$ cat config.mk
export PLATFORM = sky130hd
export DESIGN_NAME = ex_muldiv_ctrl_flat
export DESIGN_NICKNAME = d
export VERILOG_FILES = /design/src/rtl/ex_muldiv_ctrl_if.sv /design/src/rtl/ex_muldiv_ctrl.sv /design/src/flat_wrapper.sv
export SDC_FILE = /design/constraint.sdc
export NUM_CORES = 1
export LEC_CHECK = 0
export CORE_MARGIN = 2
export CORE_UTILIZATION = 53
export DETAILED_ROUTE_END_ITERATION = 10
export GPL_ROUTABILITY_DRIVEN = 1
export HOLD_SLACK_MARGIN = 0.08
export PLACE_DENSITY_LB_ADDON = 0.25
export SLEW_MARGIN = 20
export SYNTH_ARGS = -nofsm -noshare
export SYNTH_HDL_FRONTEND = slang
export SYNTH_SLANG_ARGS = --single-unit
$ cat constraint.sdc
create_clock -name clk -period 9.7 [get_ports clk]
set_clock_uncertainty 0.05 [all_clocks]
set_input_delay 1.94 -clock clk [delete_from_list [all_inputs] [get_ports clk]]
set_output_delay 1.94 -clock clk [all_outputs]
set_load 0.005 [all_outputs]
$ cat src/rtl/ex_muldiv_ctrl_if.sv
// ex_muldiv_ctrl_if: bundles every non-clock signal of the RV32M execute sequencer.
//   req_*      : decoded M-ext op from issue (valid/ready handshake)
//   flush      : pipeline kill
//   alu_*      : operand/op drive to the shared alu and its result/busy return
//   rsp_*      : final rd value and tag to writeback (valid/ready handshake)
//   err        : one-cycle pulse when the divider wait times out
// Modports: slave = the sequencer, master = its environment (issue, alu, writeback).
interface ex_muldiv_ctrl_if;
    logic        req_valid;
    logic        req_ready;
    logic [2:0]  req_op;
    logic [31:0] req_rs1;
    logic [31:0] req_rs2;
    logic [4:0]  req_rd;
    logic        flush;
    logic [31:0] alu_data1;
    logic [31:0] alu_data2;
    logic [3:0]  alu_op;
    logic [63:0] alu_result;
    logic        alu_busy;
    logic        rsp_valid;
    logic        rsp_ready;
    logic [31:0] rsp_data;
    logic [4:0]  rsp_rd;
    logic        err;

    modport slave (
        input  req_valid, req_op, req_rs1, req_rs2, req_rd, flush,
        input  alu_result, alu_busy, rsp_ready,
        output req_ready, alu_data1, alu_data2, alu_op, rsp_valid, rsp_data, rsp_rd, err
    );

    modport master (
        output req_valid, req_op, req_rs1, req_rs2, req_rd, flush,
        output alu_result, alu_busy, rsp_ready,
        input  req_ready, alu_data1, alu_data2, alu_op, rsp_valid, rsp_data, rsp_rd, err
    );
endinterface

$ cat src/rtl/ex_muldiv_ctrl.sv
// ex_muldiv_ctrl: execute-stage sequencer for RV32M ops in front of the shared alu.
// Accepts one op, drives the alu, waits out the multi-cycle divider, applies the RISC-V
// result fix-ups (high half, MULHSU correction, div/rem sign restore, div-by-zero and
// signed-overflow bypass) and presents the result to writeback.
// Ports:
//   clk    clock
//   rst_n  asynchronous active-low reset
//   bus    ex_muldiv_ctrl_if.slave (request, alu, response, flush, err)
// Parameters:
//   XLEN      operand width; only 32 is supported (alu result is 64 bits)
//   WAIT_MAX  cycles the divider may stay busy before err pulses and the op is abandoned
// alu op codes: 0 nop, 1 mul_s, 2 mul_u, 3 div_s, 4 div_u, 5 rem_s, 6 rem_u.
module ex_muldiv_ctrl #(
    parameter int unsigned XLEN     = 32,
    parameter int unsigned WAIT_MAX = 127
) (
    input logic             clk,
    input logic             rst_n,
    ex_muldiv_ctrl_if.slave bus
);
    localparam int unsigned WdogW = $clog2(WAIT_MAX + 1);

    localparam logic [3:0] AluNop  = 4'd0;
    localparam logic [3:0] AluMulS = 4'd1;
    localparam logic [3:0] AluMulU = 4'd2;
    localparam logic [3:0] AluDivS = 4'd3;
    localparam logic [3:0] AluDivU = 4'd4;
    localparam logic [3:0] AluRemS = 4'd5;
    localparam logic [3:0] AluRemU = 4'd6;

    localparam logic [XLEN-1:0] IntMin = {1'b1, {(XLEN-1){1'b0}}};

    typedef enum logic [2:0] {StIdle, StIssue, StWait, StResp, StDrain} state_e;

    state_e            state_q, state_d;
    logic [2:0]        op_q, op_d;
    logic [XLEN-1:0]   rs1_q, rs1_d;
    logic [XLEN-1:0]   rs2_q, rs2_d;
    logic [XLEN-1:0]   data_q, data_d;
    logic [4:0]        rd_q, rd_d;
    logic [WdogW-1:0]  wdog_q, wdog_d;

    logic [3:0]        alu_op;
    logic [3:0]        op_alu;
    logic              err;
    logic [XLEN-1:0]   fixed;
    logic [XLEN-1:0]   res_hi;
    logic [XLEN-1:0]   res_lo;
    logic              div_zero;
    logic              div_ovf;

    // funct3 bit 2 = divide class, bit 1 = remainder, bit 0 = unsigned
    assign div_zero = (bus.req_rs2 == '0);
    assign div_ovf  = (bus.req_rs1 == IntMin) && (bus.req_rs2 == '1);

    always_comb begin
        op_alu = AluNop;
        unique case (op_q)
            3'd0, 3'd1: op_alu = AluMulS;
            3'd2, 3'd3: op_alu = AluMulU;
            3'd4:       op_alu = AluDivS;
            3'd5:       op_alu = AluDivU;
            3'd6:       op_alu = AluRemS;
            3'd7:       op_alu = AluRemU;
        endcase
    end

    assign res_hi = bus.alu_result[63:32];
    assign res_lo = bus.alu_result[31:0];

    // MULHSU runs as unsigned x unsigned; a negative rs1 over-counts by rs2 << 32.
    // Signed div/rem come back from the alu as magnitudes.
    always_comb begin
        fixed = res_lo;
        unique case (op_q)
            3'd0:       fixed = res_lo;
            3'd1, 3'd3: fixed = res_hi;
            3'd2:       fixed = res_hi - (rs1_q[XLEN-1] ? rs2_q : '0);
            3'd4:       fixed = (rs1_q[XLEN-1] ^ rs2_q[XLEN-1]) ? -res_lo : res_lo;
            3'd6:       fixed = rs1_q[XLEN-1] ? -res_lo : res_lo;
            3'd5, 3'd7: fixed = res_lo;
        endcase
    end

    always_comb begin
        state_d = state_q;
        op_d    = op_q;
        rs1_d   = rs1_q;
        rs2_d   = rs2_q;
        rd_d    = rd_q;
        data_d  = data_q;
        wdog_d  = wdog_q;
        alu_op  = AluNop;
        err     = 1'b0;

        if (bus.flush) begin
            // divider cannot abort, so a busy alu must be waited out before reuse
            state_d = bus.alu_busy ? StDrain : StIdle;
        end else begin
            unique case (state_q)
                StIdle: begin
                    if (bus.req_valid) begin
                        op_d  = bus.req_op;
                        rs1_d = bus.req_rs1;
                        rs2_d = bus.req_rs2;
                        rd_d  = bus.req_rd;
                        if (bus.req_op[2] && div_zero) begin
                            data_d  = bus.req_op[1] ? bus.req_rs1 : '1;
                            state_d = StResp;
                        end else if (bus.req_op[2] && !bus.req_op[0] && div_ovf) begin
                            data_d  = bus.req_op[1] ? '0 : IntMin;
                            state_d = StResp;
                        end else begin
                            state_d = StIssue;
                        end
                    end
                end
                StIssue: begin
                    alu_op = op_alu;
                    if (!op_q[2]) begin
                        data_d  = fixed;
                        state_d = StResp;
                    end else begin
                        wdog_d  = '0;
                        state_d = StWait;
                    end
                end
                StWait: begin
                    alu_op = op_alu;
                    if (!bus.alu_busy) begin
                        data_d  = fixed;
                        state_d = StResp;
                    end else if (wdog_q == WdogW'(WAIT_MAX)) begin
                        err     = 1'b1;
                        state_d = StDrain;
                    end else begin
                        wdog_d = wdog_q + WdogW'(1);
                    end
                end
                StResp: begin
                    if (bus.rsp_ready) begin
                        state_d = StIdle;
                    end
                end
                StDrain: begin
                    if (!bus.alu_busy) begin
                        state_d = StIdle;
                    end
                end
                default: state_d = StIdle;
            endcase
        end
    end

    always_ff @(posedge clk or negedge rst_n) begin
        if (!rst_n) begin
            state_q <= StIdle;
            op_q    <= '0;
            rs1_q   <= '0;
            rs2_q   <= '0;
            rd_q    <= '0;
            data_q  <= '0;
            wdog_q  <= '0;
        end else begin
            state_q <= state_d;
            op_q    <= op_d;
            rs1_q   <= rs1_d;
            rs2_q   <= rs2_d;
            rd_q    <= rd_d;
            data_q  <= data_d;
            wdog_q  <= wdog_d;
        end
    end

    assign bus.req_ready = (state_q == StIdle) && !bus.flush;
    assign bus.rsp_valid = (state_q == StResp);
    assign bus.rsp_data  = data_q;
    assign bus.rsp_rd    = rd_q;
    assign bus.alu_data1 = rs1_q;
    assign bus.alu_data2 = rs2_q;
    assign bus.alu_op    = alu_op;
    assign bus.err       = err;
endmodule

$ cat src/flat_wrapper.sv
// flat-port wrapper written by rule: the top's interface ports become plain ports
module ex_muldiv_ctrl_flat 
#(
    parameter int unsigned XLEN     = 32,
    parameter int unsigned WAIT_MAX = 127
)
  (clk, rst_n, bus_req_valid, bus_req_op, bus_req_rs1, bus_req_rs2, bus_req_rd, bus_flush, bus_alu_result, bus_alu_busy, bus_rsp_ready, bus_req_ready, bus_alu_data1, bus_alu_data2, bus_alu_op, bus_rsp_valid, bus_rsp_data, bus_rsp_rd, bus_err);
  ex_muldiv_ctrl_if bus_i ();
  input logic clk;
  input logic rst_n;
  input wire logic [$bits(bus_i.req_valid)-1:0] bus_req_valid;
  input wire logic [$bits(bus_i.req_op)-1:0] bus_req_op;
  input wire logic [$bits(bus_i.req_rs1)-1:0] bus_req_rs1;
  input wire logic [$bits(bus_i.req_rs2)-1:0] bus_req_rs2;
  input wire logic [$bits(bus_i.req_rd)-1:0] bus_req_rd;
  input wire logic [$bits(bus_i.flush)-1:0] bus_flush;
  input wire logic [$bits(bus_i.alu_result)-1:0] bus_alu_result;
  input wire logic [$bits(bus_i.alu_busy)-1:0] bus_alu_busy;
  input wire logic [$bits(bus_i.rsp_ready)-1:0] bus_rsp_ready;
  output wire logic [$bits(bus_i.req_ready)-1:0] bus_req_ready;
  output wire logic [$bits(bus_i.alu_data1)-1:0] bus_alu_data1;
  output wire logic [$bits(bus_i.alu_data2)-1:0] bus_alu_data2;
  output wire logic [$bits(bus_i.alu_op)-1:0] bus_alu_op;
  output wire logic [$bits(bus_i.rsp_valid)-1:0] bus_rsp_valid;
  output wire logic [$bits(bus_i.rsp_data)-1:0] bus_rsp_data;
  output wire logic [$bits(bus_i.rsp_rd)-1:0] bus_rsp_rd;
  output wire logic [$bits(bus_i.err)-1:0] bus_err;
  assign bus_i.req_valid = bus_req_valid;
  assign bus_i.req_op = bus_req_op;
  assign bus_i.req_rs1 = bus_req_rs1;
  assign bus_i.req_rs2 = bus_req_rs2;
  assign bus_i.req_rd = bus_req_rd;
  assign bus_i.flush = bus_flush;
  assign bus_i.alu_result = bus_alu_result;
  assign bus_i.alu_busy = bus_alu_busy;
  assign bus_i.rsp_ready = bus_rsp_ready;
  assign bus_req_ready = bus_i.req_ready;
  assign bus_alu_data1 = bus_i.alu_data1;
  assign bus_alu_data2 = bus_i.alu_data2;
  assign bus_alu_op = bus_i.alu_op;
  assign bus_rsp_valid = bus_i.rsp_valid;
  assign bus_rsp_data = bus_i.rsp_data;
  assign bus_rsp_rd = bus_i.rsp_rd;
  assign bus_err = bus_i.err;
  ex_muldiv_ctrl #(.XLEN(XLEN), .WAIT_MAX(WAIT_MAX)) u_core (.clk(clk), .rst_n(rst_n), .bus(bus_i));
endmodule
-- Word level (Yosys, flattened, before mapping)
Memory sizes are Yosys's and may differ from the RTL's.
Index checks and enable logic that the tools add are counted.
- memories: 1
- flip-flop bits (word level): 114
- bits in read-only memories: 24
- bits of input ports: 142
- memory list (name ; depth ; bits a word ; read ports ; clocked after memory_dff ; wr ports ; line ; text):
    (name not given) ; 8 ; 3 ; 1 ; 0 ; 0 ; ex_muldiv_ctrl.sv:58 ; unique case (op_q)
- eq/ne operators: 25
- bitwise gates (word level): 2
- reductions and logical operators: 19
- muxes and demuxes: 33
- add/sub/neg operators: 3
- operator list (kind ; count):
    32-bit two-way mux ; 10
    32-bit case mux with 5 select lines ; 1
    32-bit case mux with 3 select lines ; 1
    32-bit equality test, second input constant ; 2
    32-bit zero test ; 1
    32-bit negator ; 1
    32-bit subtractor ; 1
    3-bit two-way mux ; 8
    7-bit two-way mux ; 3
    3-bit equality test, second input constant ; 5
    3-bit case mux with 5 select lines ; 1
    7-bit case mux with 2 select lines ; 1
    3-bit by 2-bit equality test with 1-bit output, second input constant ; 4
    2-bit inequality test, second input constant ; 5
    3-bit inequality test, second input constant ; 3
    4-bit two-way mux ; 2
    7-bit by 1-bit adder with 7-bit output, second input constant ; 1
    7-bit equality test, second input constant ; 1
    3-bit by 1-bit equality test with 1-bit output, second input constant ; 2
    3-bit zero test ; 2
    6-bit AND reduction ; 1
    1-bit logical AND ; 5
    1-bit two-way mux ; 5
    5-bit AND reduction ; 1
    other kinds (13) ; 15

-- Longest topological paths before layout
Gate-level depths: netlist of the first run.
- depth after elaboration: 8
- depth in mapped cells: 13

-- Worst setup path after synthesis of the first run
No wires, ideal clock.
- path kind: input-to-output
- from: input bus_flush
- to: output bus_req_ready
- cell stages on the path: 3
- buffers on the path: 1
- data arrival time: 2.555 ns
- setup slack: 5.155 ns
- cells stage by stage: or2_2 -> clkbuf_1 -> nor3_1
- word-level cells in the longest chain between the ends: 2
- RTL lines (element ; line ; text):
    from (decl) ; flat_wrapper.sv:16 ; input wire logic [$bits(bus_i.flush)-1:0] bus_flush;
    1-bit zero test ; ex_muldiv_ctrl.sv:175 ; assign bus.req_ready = (state_q == StIdle) && !bus.flush;
    1-bit logical AND ; ex_muldiv_ctrl.sv:175 ;
    to (decl) ; flat_wrapper.sv:20 ; output wire logic [$bits(bus_i.req_ready)-1:0] bus_req_ready;
No other way between the ends.

-- Worst setup path after layout of the first run
Ends and elaborated chain as after synthesis.

==> out/summary.log, run 1 <==
INFO  worst_setup_path reg2reg_setup_slack=5.67ns
INFO  sta            drv_slew=0
INFO  cts            clk_pin_slew=0.06ns
INFO  worst_setup_path critical_path.endpoint=bus_req_ready
INFO  worst_setup_path timing.reg2reg.worst_path_depth=11
INFO  floorplan      die-area=17,300squm
INFO  worst_setup_path worst_setup_path_start_kind=input pin
INFO  synth          synth-main-ff-cell=sky130_fd_sc_hd__dfrtp_1
INFO  power_and_ir_drop irDropWorstVdd=0.000147V
INFO  worst_setup_path critPathMaxFanout=8
INFO  worst_setup_path timing.rr.start=u_core.bus.alu_data1[31]
INFO  final_layout   area_delta_synth_final=37.4%
INFO  worst_setup_path timing.rr.end=u_core.bus.rsp_data[15]
INFO  final_layout   finalCoreUtilization=74.6%
INFO  placed_design  detailedPlacementHpwl=24,100um
INFO  power_and_ir_drop totalPowerFinal=0.00272W
INFO  cts            post_cts_buffers=0
INFO  worst_setup_path timing.critical_path.required=7.71ns
INFO  sta            final_min_period=5.83ns
INFO  synth          synth_enable_flop_cells=0
INFO  floorplan      die-width=132um
INFO  synth          total_of_flip_flops_plus_latches_after_synthesis=114
INFO  floorplan      placeableCoreArea=15,900squm
INFO  cts            ctsRootBufferMaster=sky130_fd_sc_hd__clkbuf_16
INFO  cts            cts_tree=done
INFO  final_layout   design.final.nets=1,412
INFO  placed_design  placer_congestion_estimate=0.976
INFO  synth          synth.lib_cells_used.distinct=79
INFO  sta            fmaxAchievable=172MHz
INFO  worst_setup_path critical_path_end_type=output pin
INFO  cts            cts_made_buffers=17
INFO  cts            h_tree_depth_reported_by_cts=4
INFO  sta            setup_tns=0ns
INFO  route          drc_errors=0
INFO  synth          synthesis.yosys.warnings=0
INFO  route          drtAntennaViolNets=0
INFO  sta            report.final.setup_viol=0
INFO  sta            worstMarginPinSlew=1.02ns
INFO  global_routing grt_pass1_vias=8,830
INFO  route          route.final.wire_length=31,600um
INFO  sta            setup_slack=3.87ns
INFO  synth          asyncSetResetFlopFracSynth=100%
INFO  outcome        run_status=completed
INFO  sta            final_hold_vios=0
INFO  global_routing initial_antenna_violation_count=2
INFO  cts            cts_max_path_buffers=2
INFO  cts            cts_resized=0
INFO  sta            min_period_over_period=60.1%
INFO  global_routing track_usage=35.9%
INFO  route          avgViaCountPerCell=6.39
INFO  route          avgRoutedWirePerCell=21.8um
INFO  synth          syn-cell-area=8620squm
INFO  global_routing globalRoute.totalOverflow=0
INFO  floorplan      die_height=132um
INFO  worst_setup_path crit_arrival=3.84ns
INFO  route          routed_via_count=9,282
INFO  hold_path      hold_path.class=reg -> reg
INFO  synth          mappedNetlistNets=1,190
INFO  synth          synth_seq_area_share=33.1%
INFO  placed_design  place.port_buffers=248
INFO  sta            max-slew-margin-rel=31.8%
INFO  run            cap_viol_max_count=0
INFO  cts            cts.sink_count=114
INFO  synth          netlist_instances=1,000
INFO  power_and_ir_drop leak_pwr=4.66nW
INFO  power_and_ir_drop power_per_cell_area=229nW/um^2
INFO  cts            worst_skew_pair.late_latency=0.43ns
INFO  placed_design  place_ws=3.88ns
INFO  global_routing first_pass_grt_wire_length=49,100um
INFO  route          firstDrtPassIters=5
INFO  floorplan      row_count=46
INFO  route          drt-initial-drc-count=994
INFO  cts            cts_hold_buffers=0
INFO  synth          avgSynthCellArea=8.62squm
INFO  sta            setup_repair_after_global_routing_missed_its_margin=false
INFO  worst_setup_path critical_path_class=in -> out
INFO  final_layout   drive_above_1_share=10.4%
INFO  sta            hold_slack_final=0.436ns
INFO  floorplan      start_util=54.3%
INFO  floorplan      io-pin-count=250
INFO  global_routing maximum_number_of_pins_on_one_net_before_global_route_repair=80
INFO  worst_setup_path start_point_of_the_critical_path=bus_flush
==> cell usage after synthesis (all sizes together), types with 6 or more instances <==
cell type | n | share of area [%]
a21boi | 6 | 0.52
a21o | 16 | 1.4
a21oi | 63 | 3.7
a221oi | 15 | 1.5
a31oi | 15 | 1.1
and2 | 6 | 0.44
buf | 6 | 0.39
clkbuf | 46 | 2.0
dfrtp | 114 | 33
ha | 47 | 6.8
inv | 20 | 0.87
mux2 | 72 | 9.4
nand2 | 105 | 4.6
nand2b | 14 | 1.0
nand3 | 21 | 1.3
nand4 | 19 | 1.4
nor2 | 78 | 3.4
nor3 | 33 | 2.0
nor4 | 23 | 1.9
o211ai | 17 | 1.5
o21a | 11 | 0.96
o21ai | 105 | 6.1
o221ai | 8 | 0.81
o31ai | 8 | 0.70
or3 | 14 | 1.1
xnor2 | 15 | 1.5
xor2 | 14 | 1.4
==> final cells by class <==
type	instances	area (sq um)
antenna	1	2.50
inverter	20	75.1
clock buffer	18	439
timing repair buffer	255	2540
tap	216	270
sequential	114	2850
fill	1207	4030
clock inverter	14	179
multi-input combinational	814	5500
==> critical path: stages <==
cell,delay (ns)
sky130_fd_sc_hd__clkdlybuf4s50_1,0.57
sky130_fd_sc_hd__or2_2,0.41
sky130_fd_sc_hd__nor3_1,0.34
sky130_fd_sc_hd__clkdlybuf4s50_1,0.58
==> sequential cells by signal (all words and copies together), names as in the netlist <==
| register | count |
|---|---|
| u_core.wdog_q | 7 |
| u_core.state_q | 3 |
| u_core.op_q | 3 |
| u_core.bus.rsp_data | 32 |
| u_core.bus.alu_data1 | 32 |
| u_core.bus.rsp_rd | 5 |
| u_core.bus.alu_data2 | 32 |
==> routing by layer <==
| metal | global-route usage [%] | up-vias | part of all wire, % |
|---|---|---|---|
| li1 | - | 4233 | - |
| met5 | 0 | - | 0.035 |
| met3 | 8.45 | 88 | 11 |
| met4 | 12.2 | 2 | 3.1 |
| met2 | 57.6 | 578 | 46 |
| met1 | 47.9 | 4381 | 40 |
==> how the worst min path moves through the flow <==
stage,startpoint,to,depth (start not counted)
floorplan,u_core.wdog_q[6],u_core.wdog_q[6],2
global placement,u_core.bus.rsp_data[9],u_core.bus.rsp_data[9],2
detailed placement,u_core.bus.rsp_data[0],u_core.bus.rsp_data[0],2
CTS,u_core.bus.rsp_data[15],u_core.bus.rsp_data[15],2
global route,u_core.bus.rsp_data[0],u_core.bus.rsp_data[0],2
finish,u_core.bus.rsp_data[0],u_core.bus.rsp_data[0],2
==> placed cells by master, fill, tap and decap left out, types with 4 or more instances in the layout <==
master                            count
sky130_fd_sc_hd__nand2_1            104
sky130_fd_sc_hd__a21boi_0             6
sky130_fd_sc_hd__a22oi_1              5
sky130_fd_sc_hd__o311ai_0             4
sky130_fd_sc_hd__clkinv_4             5
sky130_fd_sc_hd__a311oi_1             4
sky130_fd_sc_hd__and3_1               4
sky130_fd_sc_hd__o221ai_1             8
sky130_fd_sc_hd__mux2_2              72
sky130_fd_sc_hd__clkdlybuf4s50_1    247
sky130_fd_sc_hd__nor4_1              21
sky130_fd_sc_hd__a31oi_1             15
sky130_fd_sc_hd__or3_1               12
sky130_fd_sc_hd__a21oi_1             63
sky130_fd_sc_hd__o211ai_1            17
sky130_fd_sc_hd__o21ai_0            100
sky130_fd_sc_hd__nor3b_1              4
sky130_fd_sc_hd__nor4b_1              5
sky130_fd_sc_hd__inv_1               20
sky130_fd_sc_hd__and2_1               6
sky130_fd_sc_hd__xnor2_1             15
sky130_fd_sc_hd__nor3_1              32
sky130_fd_sc_hd__nor2_1              78
sky130_fd_sc_hd__nand2b_1            14
sky130_fd_sc_hd__a221oi_1            15
sky130_fd_sc_hd__buf_4                7
sky130_fd_sc_hd__o21ai_1              5
sky130_fd_sc_hd__xor2_1              14
sky130_fd_sc_hd__o21a_1              11
sky130_fd_sc_hd__dfrtp_1            114
sky130_fd_sc_hd__nand4_1             19
sky130_fd_sc_hd__nand3_1             20
sky130_fd_sc_hd__o31ai_1              8
sky130_fd_sc_hd__clkbuf_16           17
sky130_fd_sc_hd__ha_1                47
sky130_fd_sc_hd__a21o_1              16
==> report_power, final <==
group / leakage, nW / total (W) / switching [W] / internal [W]
Combinational: 2.96 / 0.00132 / 0.000673 / 0.000652
Sequential: 1.40 / 0.000728 / 0.000109 / 0.000619
Clock: 0.293 / 0.000665 / 0.000252 / 0.000413
==> kinds of logic after synthesis <==
kind of cell | after synthesis | synth area share [%]
simple gates | 346 | 20.3
buf+inv | 72 | 3.26
xor+xnor | 29 | 2.95
flops | 114 | 33.1
mux | 75 | 9.75
other cells | 1 | 0.0435
fa+ha+maj | 48 | 7.05
compound gates | 315 | 23.6
==> stage by stage <==
step	instance area, sq um	instances
5_1_grt	11900	1451
3_5_place_dp	11200	1419
6_report	11900	1452
4_1_cts	11800	1451
3_3_place_gp	11200	1419
2_1_floorplan	8620	1000
No activity file was read; power rests on OpenSTA's default activity.
==> inputs of run 2 (changes only) <==
Settings changed: CORE_UTILIZATION 53 to 49.
Clock period 9.7 ns to 5.8 ns, I/O delays scaled along.
==> run 2 against run 1 <==
Against the previous run:
- non-clock buffer count increased by 2
- utilization decreased by 6.0 points
- critical endpoint unchanged
- clock power increased by 55%
- sequential power increased by 69%
- setup slack got worse by 2.4 ns
- clock-buffer cell count unchanged
- total power increased by 65%
- critical path type unchanged
- flip-flop and latch count unchanged
- critical path depth unchanged
==> out/summary.log, run 2 (synthesis gave the netlist of run 1 again) <==
INFO  global_routing maximum_number_of_pins_on_one_net_before_global_route_repair=74 [was 80]
INFO  worst_setup_path timing.reg2reg.worst_path_depth=11 [unchanged]
INFO  cts            cts_resized=0 [unchanged]
INFO  sta            hold_slack_final=0.443ns [was 0.436 ns]
INFO  cts            worst_skew_pair.late_latency=0.43ns [about the same]
INFO  floorplan      row_count=48 [was 46]
INFO  cts            ctsRootBufferMaster=sky130_fd_sc_hd__clkbuf_16 [unchanged]
INFO  hold_path      min_path_cells=2 [unchanged]
INFO  hold_path      startpoint_of_the_lowest_slack_hold_path=u_core.bus.rsp_data[2] [was u_core.bus.rsp_data[0]]
INFO  cts            h_tree_depth_reported_by_cts=4 [unchanged]
INFO  worst_setup_path timing.critical_path.required=4.59ns [was 7.71 ns]
INFO  worst_setup_path reg2reg_setup_slack=1.89ns [was 5.67 ns]
INFO  sta            setup_tns=0ns [unchanged]
INFO  final_layout   design.final.nets=1,414 [was 1,412]
INFO  sta            max-slew-margin-rel=32.7% [was 31.8%]
INFO  floorplan      io-pin-count=250 [unchanged]
INFO  global_routing grt_pass1_vias=8,620 [was 8,830]
INFO  power_and_ir_drop irDropWorstVdd=0.000242V [was 0.000147 V]
INFO  cts            cts_tree=done [unchanged]
INFO  route          avgViaCountPerCell=6.35 [was 6.39]
INFO  route          firstDrtPassIters=5 [unchanged]
INFO  final_layout   layout.cells.most_common=sky130_fd_sc_hd__clkdlybuf4s50_1 [unchanged]
INFO  floorplan      placeableCoreArea=17,200squm [was 15,900 sq um]
INFO  floorplan      die_height=137um [was 132 um]
INFO  sta            final_min_period=4.28ns
INFO  worst_setup_path critPathMaxFanout=8 [unchanged]
INFO  final_layout   fillCellCount=1,422 [was 1,207]
INFO  power_and_ir_drop totalPowerFinal=0.00447W [was 0.00272 W]
INFO  run            cap_viol_max_count=0 [unchanged]
INFO  final_layout   area_delta_synth_final=37.1% [was 37.4%]
INFO  hold_path      holdPathEnd=u_core.bus.rsp_data[2] [was u_core.bus.rsp_data[0]]
INFO  final_layout   drive_above_1_share=10.5% [was 10.4%]
INFO  worst_setup_path worst_setup_path_start_kind=input pin [unchanged]
INFO  worst_setup_path crit_arrival=3.07ns [was 3.84 ns]
INFO  cts            cts_max_path_buffers=2 [unchanged]
INFO  cts            clk_pin_slew=0.06ns [about the same]
INFO  global_routing initial_antenna_violation_count=0 [was 2]
INFO  cts            cts.sink_count=114 [unchanged]
INFO  worst_setup_path critical_path_end_type=output pin [unchanged]
INFO  route          routed_via_count=9,291 [was 9,282]
INFO  final_layout   combined_area_of_the_multi_input_logic_cells=5500squm [unchanged]
INFO  route          drc_errors=0 [unchanged]
INFO  hold_path      hold_path.class=reg -> reg [unchanged]
INFO  sta            fmaxAchievable=233MHz
INFO  sta            report.final.setup_viol=0 [unchanged]
INFO  worst_setup_path critical_path_class=in -> out [unchanged]
INFO  floorplan      die-width=137um [was 132 um]
INFO  cts            cts_made_buffers=17 [unchanged]
INFO  placed_design  placer_congestion_estimate=0.987 [was 0.976]
INFO  sta            drv_slew=0 [unchanged]
INFO  placed_design  detailedPlacementHpwl=25,000um [was 24,100 um]
INFO  sta            worstMarginPinSlew=1.01ns [was 1.02 ns]
INFO  power_and_ir_drop leak_pwr=4.65nW [was 4.66 nW]
INFO  global_routing first_pass_grt_wire_length=49,000um [was 49,100 um]
INFO  global_routing globalRoute.totalOverflow=0 [unchanged]
INFO  final_layout   layout_common_cells=sky130_fd_sc_hd__clkdlybuf4s50_1, sky130_fd_sc_hd__dfrtp_1, sky130_fd_sc_hd__nand2_1 [unchanged]
INFO  route          drt-initial-drc-count=1,039 [was 994]
INFO  power_and_ir_drop power_per_cell_area=378nW/um^2 [was 229 nW/um^2]
INFO  worst_setup_path timing.rr.start=u_core.bus.alu_data1[31] [unchanged]
INFO  sta            final_hold_vios=0 [unchanged]
INFO  cts            cts_hold_buffers=0 [unchanged]
INFO  route          drtAntennaViolNets=0 [unchanged]
INFO  worst_setup_path timing.rr.end=u_core.bus.rsp_data[26] [was u_core.bus.rsp_data[15]]
INFO  floorplan      die-area=18,700squm [was 17,300 sq um]
INFO  outcome        run_status=completed [unchanged]
INFO  placed_design  place.port_buffers=248 [unchanged]
INFO  floorplan      start_util=50.0% [was 54.3%]
INFO  final_layout   layout.area.seq=2850squm [unchanged]
INFO  route          route.final.wire_length=32,500um [was 31,600 um]
INFO  route          avgRoutedWirePerCell=22.3um [was 21.8 um]
INFO  global_routing track_usage=34.6% [was 35.9%]
INFO  sta            min_period_over_period=73.8%
INFO  sta            setup_repair_after_global_routing_missed_its_margin=false [unchanged]
INFO  cts            post_cts_buffers=0 [unchanged]
INFO  final_layout   n_antenna_cell=0 [was 1]
[run 2: cell types whose count changed in the layout (fill, tap and decap cells not counted), sizes merged]
| cell | before | now |
|---|---|---|
| buf | 8 | 10 |
| bufinv | 3 | 1 |
| clkinv | 6 | 8 |
| clkinvlp | 3 | 2 |
| diode | 1 | 0 |
| inv | 22 | 23 |
[run 2: stage by stage]
step | area [sq um] | instances | worst slack, ns | util [%]
3_3_place_gp | 11300 | 1430 | 1.34 | 65.3
6_report | 11800 | 1462 | 1.52 | 68.6
5_1_grt | 11800 | 1462 | 1.41 | 68.6
4_1_cts | 11800 | 1462 | 1.52 | 68.6
2_1_floorplan | 8620 | 1000 | 2.35 | -
3_5_place_dp | 11300 | 1430 | 1.23 | 65.3
[run 2: final cells by class]
cell class	count	share of cell area [%]
Clock buffer	18	3.71
Clock inverter	14	1.10
Inverter	20	0.635
Multi-Input combinational cell	814	46.5
Sequential cell	114	24.1
Tap cell	225	2.38
Timing Repair Buffer	257	21.5
[run 2: worst max-delay path: stages]
cell and delay (ns):
sky130_fd_sc_hd__clkdlybuf4s50_1 0.57, sky130_fd_sc_hd__or2_2 0.41, sky130_fd_sc_hd__nor3_1 0.34, sky130_fd_sc_hd__clkdlybuf4s50_1 0.58
[run 2: worst max-delay path by stage]
stage | from | to | slack [ns] | cells after the start
CTS | bus_flush | bus_req_ready | 1.52 | 4
detailed placement | bus_req_rs2[31] | u_core.bus.rsp_data[12] | 1.23 | 9
global placement | bus_alu_result[32] | u_core.bus.rsp_data[26] | 1.34 | 12
floorplan | bus_alu_result[32] | u_core.bus.rsp_data[26] | 2.35 | 11
finish | bus_flush | bus_req_ready | 1.52 | 4
global route | bus_flush | bus_req_ready | 1.41 | 4
[run 2: report_power, final]
| group | switching, W | internal (W) | total (W) |
|---|---|---|---|
| clock network | 0.000429 | 0.000604 | 0.00103 |
| registers | 0.000192 | 0.00103 | 0.00123 |
| logic | 0.00112 | 0.00109 | 0.00221 |
[run 2: per-layer routing]
metal	part of all wire, %	GRT usage, %
met1	42	47.7
met2	45	53.6
met3	10	7.96
met4	3.0	11.9
met5	0	0
==> inputs of run 3 (changes only) <==
Clock period 5.8 ns to 4.3 ns, I/O delays scaled along.
==> run 3 against run 2 <==
Against the previous run:
- cell count increased by 1.8%
- critical path depth increased by 6
- first-iteration DRC count shrank 15%
- critical path type is now reg -> reg
- setup slack lost 1.1 ns
- sequential power increased by 35%
- sequential share of layout area decreased by 0.57 points
==> out/summary.log, run 3 (synthesis gave the netlist of run 1 again) <==
INFO  cts            post_cts_buffers=0 [unchanged]
INFO  route          drt-initial-drc-count=883 [was 1,039]
INFO  floorplan      die-area=18,700squm [unchanged]
INFO  outcome        run_status=completed [unchanged]
INFO  final_layout   layout.cells.non_filler=1,488 [was 1,462]
INFO  sta            max-slew-margin-rel=33.5% [was 32.7%]
INFO  global_routing globalRoute.totalOverflow=0 [unchanged]
INFO  hold_path      hold_path.class=in -> async [was reg -> reg]
INFO  worst_setup_path critical_path_class=reg -> reg [was in -> out]
INFO  cts            worst_skew_pair.late_latency=0.42ns [was 0.43 ns]
INFO  route          topRoutingLayerUsed=met5 [was met4]
INFO  global_routing maximum_number_of_pins_on_one_net_before_global_route_repair=74 [unchanged]
INFO  final_layout   drive_above_1_share=12.1% [was 10.5%]
INFO  sta            setup_slack=0.385ns [was 1.52 ns]
INFO  power_and_ir_drop leak_pwr=4.82nW [was 4.65 nW]
INFO  final_layout   design.final.nets=1,439 [was 1,414]
INFO  sta            final_min_period=3.92ns
INFO  placed_design  place.port_buffers=248 [unchanged]
INFO  cts            cts_hold_buffers=0 [unchanged]
INFO  cts            cts.sink_count=114 [unchanged]
INFO  sta            setup_tns=0ns [unchanged]
INFO  sta            final_hold_vios=0 [unchanged]
INFO  cts            ctsRootBufferMaster=sky130_fd_sc_hd__clkbuf_16 [unchanged]
INFO  route          drc_errors=0 [unchanged]
INFO  cts            cts_tree=done [unchanged]
INFO  cts            cts_resized=0 [unchanged]
INFO  sta            fmaxAchievable=255MHz
INFO  floorplan      placeableCoreArea=17,200squm [unchanged]
INFO  final_layout   layout_common_cells=sky130_fd_sc_hd__clkdlybuf4s50_1, sky130_fd_sc_hd__dfrtp_1, sky130_fd_sc_hd__nand2_1 [unchanged]
INFO  final_layout   area_delta_synth_final=40.4% [was 37.1%]
INFO  route          routed_via_count=9,230 [was 9,291]
INFO  worst_setup_path crit_arrival=4.14ns [was 3.07 ns]
INFO  route          avgRoutedWirePerCell=22.3um [about the same]
INFO  worst_setup_path critPathMaxFanout=21 [was 8]
INFO  placed_design  placer_congestion_estimate=1.00 [was 0.987]
INFO  final_layout   layout.cells.most_common=sky130_fd_sc_hd__clkdlybuf4s50_1 [unchanged]
INFO  cts            cts_made_buffers=17 [unchanged]
INFO  sta            worstMarginPinSlew=0.997ns [was 1.01 ns]
INFO  final_layout   finalCoreUtilization=70.3% [was 68.6%]
INFO  sta            min_period_over_period=91.0%
INFO  route          dr_wl_met3=4070um [was 3330 um]
INFO  placed_design  placedCellCount=1,455 [was 1,430]
INFO  floorplan      start_util=50.0% [unchanged]
INFO  floorplan      die_height=137um [unchanged]
INFO  global_routing first_pass_grt_wire_length=49,900um [was 49,000 um]
INFO  run            cap_viol_max_count=0 [unchanged]
INFO  floorplan      row_count=48 [unchanged]
INFO  cts            h_tree_depth_reported_by_cts=4 [unchanged]
INFO  power_and_ir_drop power_per_cell_area=526nW/um^2 [was 378 nW/um^2]
INFO  power_and_ir_drop irDropWorstVdd=0.000323V [was 0.000242 V]
INFO  sta            drv_slew=0 [unchanged]
INFO  sta            setup_repair_after_global_routing_missed_its_margin=false [unchanged]
INFO  route          m1WireLength=13,400um [was 13,600 um]
INFO  global_routing grt_pass1_vias=8,777 [was 8,620]
INFO  route          firstDrtPassIters=6 [was 5]
INFO  worst_setup_path worst_setup_path_start_kind=flop [was input pin]
INFO  route          avgViaCountPerCell=6.20 [was 6.35]
INFO  placed_design  place_ws=0.257ns [was 1.23 ns]
INFO  worst_setup_path critical_path_end_type=flop [was output pin]
INFO  floorplan      die-width=137um [unchanged]
INFO  cts            cts_max_path_buffers=2 [unchanged]
INFO  floorplan      io-pin-count=250 [unchanged]
INFO  global_routing initial_antenna_violation_count=5 [was 0]
INFO  cts            clk_pin_slew=0.06ns [about the same]
INFO  route          route.final.wire_length=33,200um [was 32,500 um]
INFO  global_routing track_usage=35.5% [was 34.6%]
INFO  route          drtAntennaViolNets=0 [unchanged]
INFO  worst_setup_path timing.critical_path.required=4.53ns [was 4.59 ns]
INFO  sta            report.final.setup_viol=0 [unchanged]
INFO  placed_design  detailedPlacementHpwl=25,900um [was 25,000 um]
INFO  route          met2_wirelength=14,800um [was 14,600 um]
[run 3: changes by cell type in the layout (fill, tap and decap cells not counted), sizes merged]
cell	delta
clkinvlp	-2
clkinv	-5
buf	+25
inv	-2
bufinv	+5
clkbuf	+3
diode	+2
[run 3: worst max-delay path, stage by stage, from the launching register on]
cell                       delay (ns)
sky130_fd_sc_hd__dfrtp_1         0.86
sky130_fd_sc_hd__nand2_1         0.19
sky130_fd_sc_hd__ha_1            0.39
sky130_fd_sc_hd__a21o_1          0.18
sky130_fd_sc_hd__or3_1           0.33
sky130_fd_sc_hd__o22a_1          0.24
sky130_fd_sc_hd__a311oi_1        0.56
sky130_fd_sc_hd__o21ai_0         0.30
sky130_fd_sc_hd__xor2_1          0.20
sky130_fd_sc_hd__a221oi_1        0.35
sky130_fd_sc_hd__o21ai_0         0.12
[run 3: layout make-up]
cell class	instances	area (sq um)
Tap cell	225	282
Fill cell	1399	5120
Inverter	20	75.1
Timing Repair Buffer	282	2740
Sequential cell	114	2850
Clock inverter	10	204
Clock buffer	21	460
Antenna cell	2	5.00
Multi-Input combinational cell	814	5500
[run 3: worst paths after layout]
| path | startpoint | to | slack, ns | cells past startpoint |
|---|---|---|---|---|
| max in group asynchronous | rst_n | u_core.bus.alu_data2[21] | 2.85 | 2 |
| min | rst_n | u_core.bus.alu_data1[6] | 0.38 | 1 |
| min reg2reg | u_core.bus.rsp_data[27] | u_core.bus.rsp_data[27] | 0.44 | 2 |
| max reg2reg | u_core.bus.alu_data1[31] | u_core.bus.rsp_data[15] | 0.38 | 10 |
| min in group clk | u_core.bus.rsp_data[27] | u_core.bus.rsp_data[27] | 0.44 | 2 |
| max | u_core.bus.alu_data1[31] | u_core.bus.rsp_data[15] | 0.38 | 10 |
[run 3: report_power, final]
| group | internal, W | switching (W) |
|---|---|---|
| Combinational | 0.00151 | 0.00155 |
| Clock | 0.00111 | 0.000529 |
| Sequential | 0.00140 | 0.000267 |
| Total | 0.00402 | 0.00235 |
[run 3: through the flow]
step	cell area [sq um]	hold slack [ns]	total power, W
global placement	11400	0.415	0.00462
CTS	12100	0.391	0.00631
finish	12100	0.376	0.00637
floorplan	8620	0.413	0.00319
detailed placement	11400	0.426	0.00465
global route	12100	0.421	0.00669
[run 3: routing by layer]
layer	vias to the layer above	global-route usage, %
li1	4284	-
met1	4299	47.2
met2	579	54.4
met3	66	10.7
met4	2	13.1
met5	-	0
==> patch: new RTL, config.mk and constraints of run 2 <==
`WAIT_MAX` is set to 127 in 2 places; all go to 254.
--- a/src/rtl/ex_muldiv_ctrl.sv
+++ b/src/rtl/ex_muldiv_ctrl.sv
@@ -14,3 +14,3 @@
     parameter int unsigned XLEN     = 32,
-    parameter int unsigned WAIT_MAX = 127
+    parameter int unsigned WAIT_MAX = 254
 ) (
--- a/src/flat_wrapper.sv
+++ b/src/flat_wrapper.sv
@@ -4,3 +4,3 @@
     parameter int unsigned XLEN     = 32,
-    parameter int unsigned WAIT_MAX = 127
+    parameter int unsigned WAIT_MAX = 254
 )
Function: no difference found for any inputs over 4 cycles, from zero or initial values and one cycle with rst_n low; that may be too few to reach the edited logic, so the function may still have changed.
==> patch against run 2 <==
Critical path depth is the same; hold slack lost 0.016 ns; area after synthesis shrank 0.39%; setup slack gained 0.043 ns; power grew 5.0%; design area grew 0.13%; first-iteration DRC count shrank 18%; sequential cell count grew 1; wire length grew 1.0%.
==> patch: results (changes against run 2) <==
Post-Place Cell Area 0.0113 sq mm (about the same); Clock H-tree levels 4 (unchanged); leakage power summed over all cells 4.69 nW (+0.99%); worst reg-to-reg path cell count 11 (unchanged); Top delay family on crit path buffers and inverters; Yosys warning total 0 (unchanged); global-route wire length before repair 49600 microns (+1.4%); latest clock arrival within the worst-skew pair 0.42 ns; Port-buffer cells 248 (unchanged); worst hold path class register to register; prevailing post-synth register cell dfrtp_1; maximum buffer depth of the clock tree 2 (unchanged); routed wirelength normalized by instance count 22.4 microns (+0.54%); Syn Nets 1198 (+0.67%); critical register-to-register path endpoint u_core.bus.rsp_data[30]; overall fraction of global-route tracks in use 35.5% (+0.84 points); worst voltage drop across the vdd grid 0.269 mV (+12%); post-CTS clock slew at the launch and capture registers of the worst setup and hold paths 0.05 ns; worst hold start u_core.bus.rsp_data[3]; number of antenna violations at the first check in global routing 0 (unchanged); count of flip-flops with a built-in enable after synthesis 0 (unchanged); detailed placement HPWL 25100 microns (+0.48%); routability-driven placement congestion ratio 0.987 (about the same); DRC violation total after the first TritonRoute iteration 854 (-18%); Synth Area in XOR/XNOR 3.16% (+0.22 points); Area contributors post-synth dfrtp_1, mux2_2, ha_1, o21ai_0, nand2_1; clock tree root buffer cell clkbuf_16; Hold Path End u_core.bus.rsp_data[3]; FFs w/ async S/R, synth 100% (unchanged); outcome finished, final reports clean; worst-path fanout max 7 (-1); antenna diode instance count 0 (unchanged); CP Launch Point bus_flush; register-to-register path setup slack 1.89 ns (about the same); Synth cell types 69 (-13%); commonest cells in the synthesized netlist o21ai_0, dfrtp_1, nand2_1; Tightest Pin Transition 1.13 ns (+0.120 ns); Arr. time, crit path 3.03 ns (-0.04 ns); number of post-CTS setup repair buffers 0 (unchanged); share of synthesized cell area in full adder, half adder and majority cells 7.22% (+0.17 points); Critical-path top delay cell clkdlybuf4s50_1; drt via density 6.21 (-2.2%); longest individual stage delay on the worst path 0.59 ns; layout net count 1422 (+0.57%); number of instances resized during post-cts repair 0 (unchanged); compound-gate portion of the synthesized area 22.3% (-1.3 points); largest net degree at the start of global routing 76 (+2.7%); Detailed Routing Iterations Pass 1 5 (unchanged); post-synthesis sequential area ratio 33.5% (+0.42 points); proportion of layout cells with a drive suffix above 1 11.0% (+0.50 points); Filler Cell Count 1419 (-0.21%); count of cells along the worst hold path 2 (unchanged); vias in the first global route 8864 (+2.8%); launch instance of the worst register-to-register path u_core.bus.alu_data1[31]; CTS buffer count 17 (unchanged); portion of netlist area occupied by mux cells 10.3% (+0.53 points)
patch: metal layers:
| layer | share of wire [%] | global-route usage [%] | vias to the layer above |
|---|---|---|---|
| met2 | 46 | 55.7 | 485 |
| met4 | 3.9 | 15.2 | 0 |
| met3 | 8.6 | 7.16 | 67 |
| met1 | 42 | 47.6 | 4378 |
| met5 | 0 | 0 | - |
| li1 | - | - | 4196 |
patch: through the flow:
stage / setup slack, ns / instances / hold slack (ns)
floorplan: 2.24 / 1007 / 0.423
global placement: 1.35 / 1437 / 0.413
detailed placement: 1.24 / 1437 / 0.420
CTS: 1.56 / 1469 / 0.433
global route: 1.42 / 1469 / 0.453
finish: 1.56 / 1469 / 0.427
patch: final cells by class:
type / count / area [sq um] / area share, %
clock buffers: 18 / 429 / 3.63
clock inverters: 14 / 150 / 1.27
inverters: 25 / 93.8 / 0.793
multi-input cells: 813 / 5440 / 46.0
flip-flops and latches: 115 / 2880 / 24.3
well taps: 225 / 282 / 2.38
repair buffers: 259 / 2570 / 21.7
patch: cell families (layout without fill, tap and decap cells):
group,after synthesis,count (layout)
simple gates,342,342
compound gates,311,311
flops,115,115
mux,79,79
buf+inv,79,316
fa+ha+maj,49,49
xor+xnor,31,31
other cells,1,1
patch: worst max-delay path by stage:
stage | slack, ns | end
finish | 1.56 | bus_req_ready
global route | 1.42 | bus_err
detailed placement | 1.24 | u_core.bus.rsp_data[30]
CTS | 1.56 | bus_req_ready
global placement | 1.35 | u_core.bus.rsp_data[30]
floorplan | 2.24 | u_core.bus.rsp_data[30]
patch: where the power goes:
part,internal [mW],leakage (nW),switching (mW),total [mW]
combinational,1.14,3.00,1.25,2.39
clock,0.636,0.278,0.415,1.05
sequential,1.05,1.41,0.205,1.26
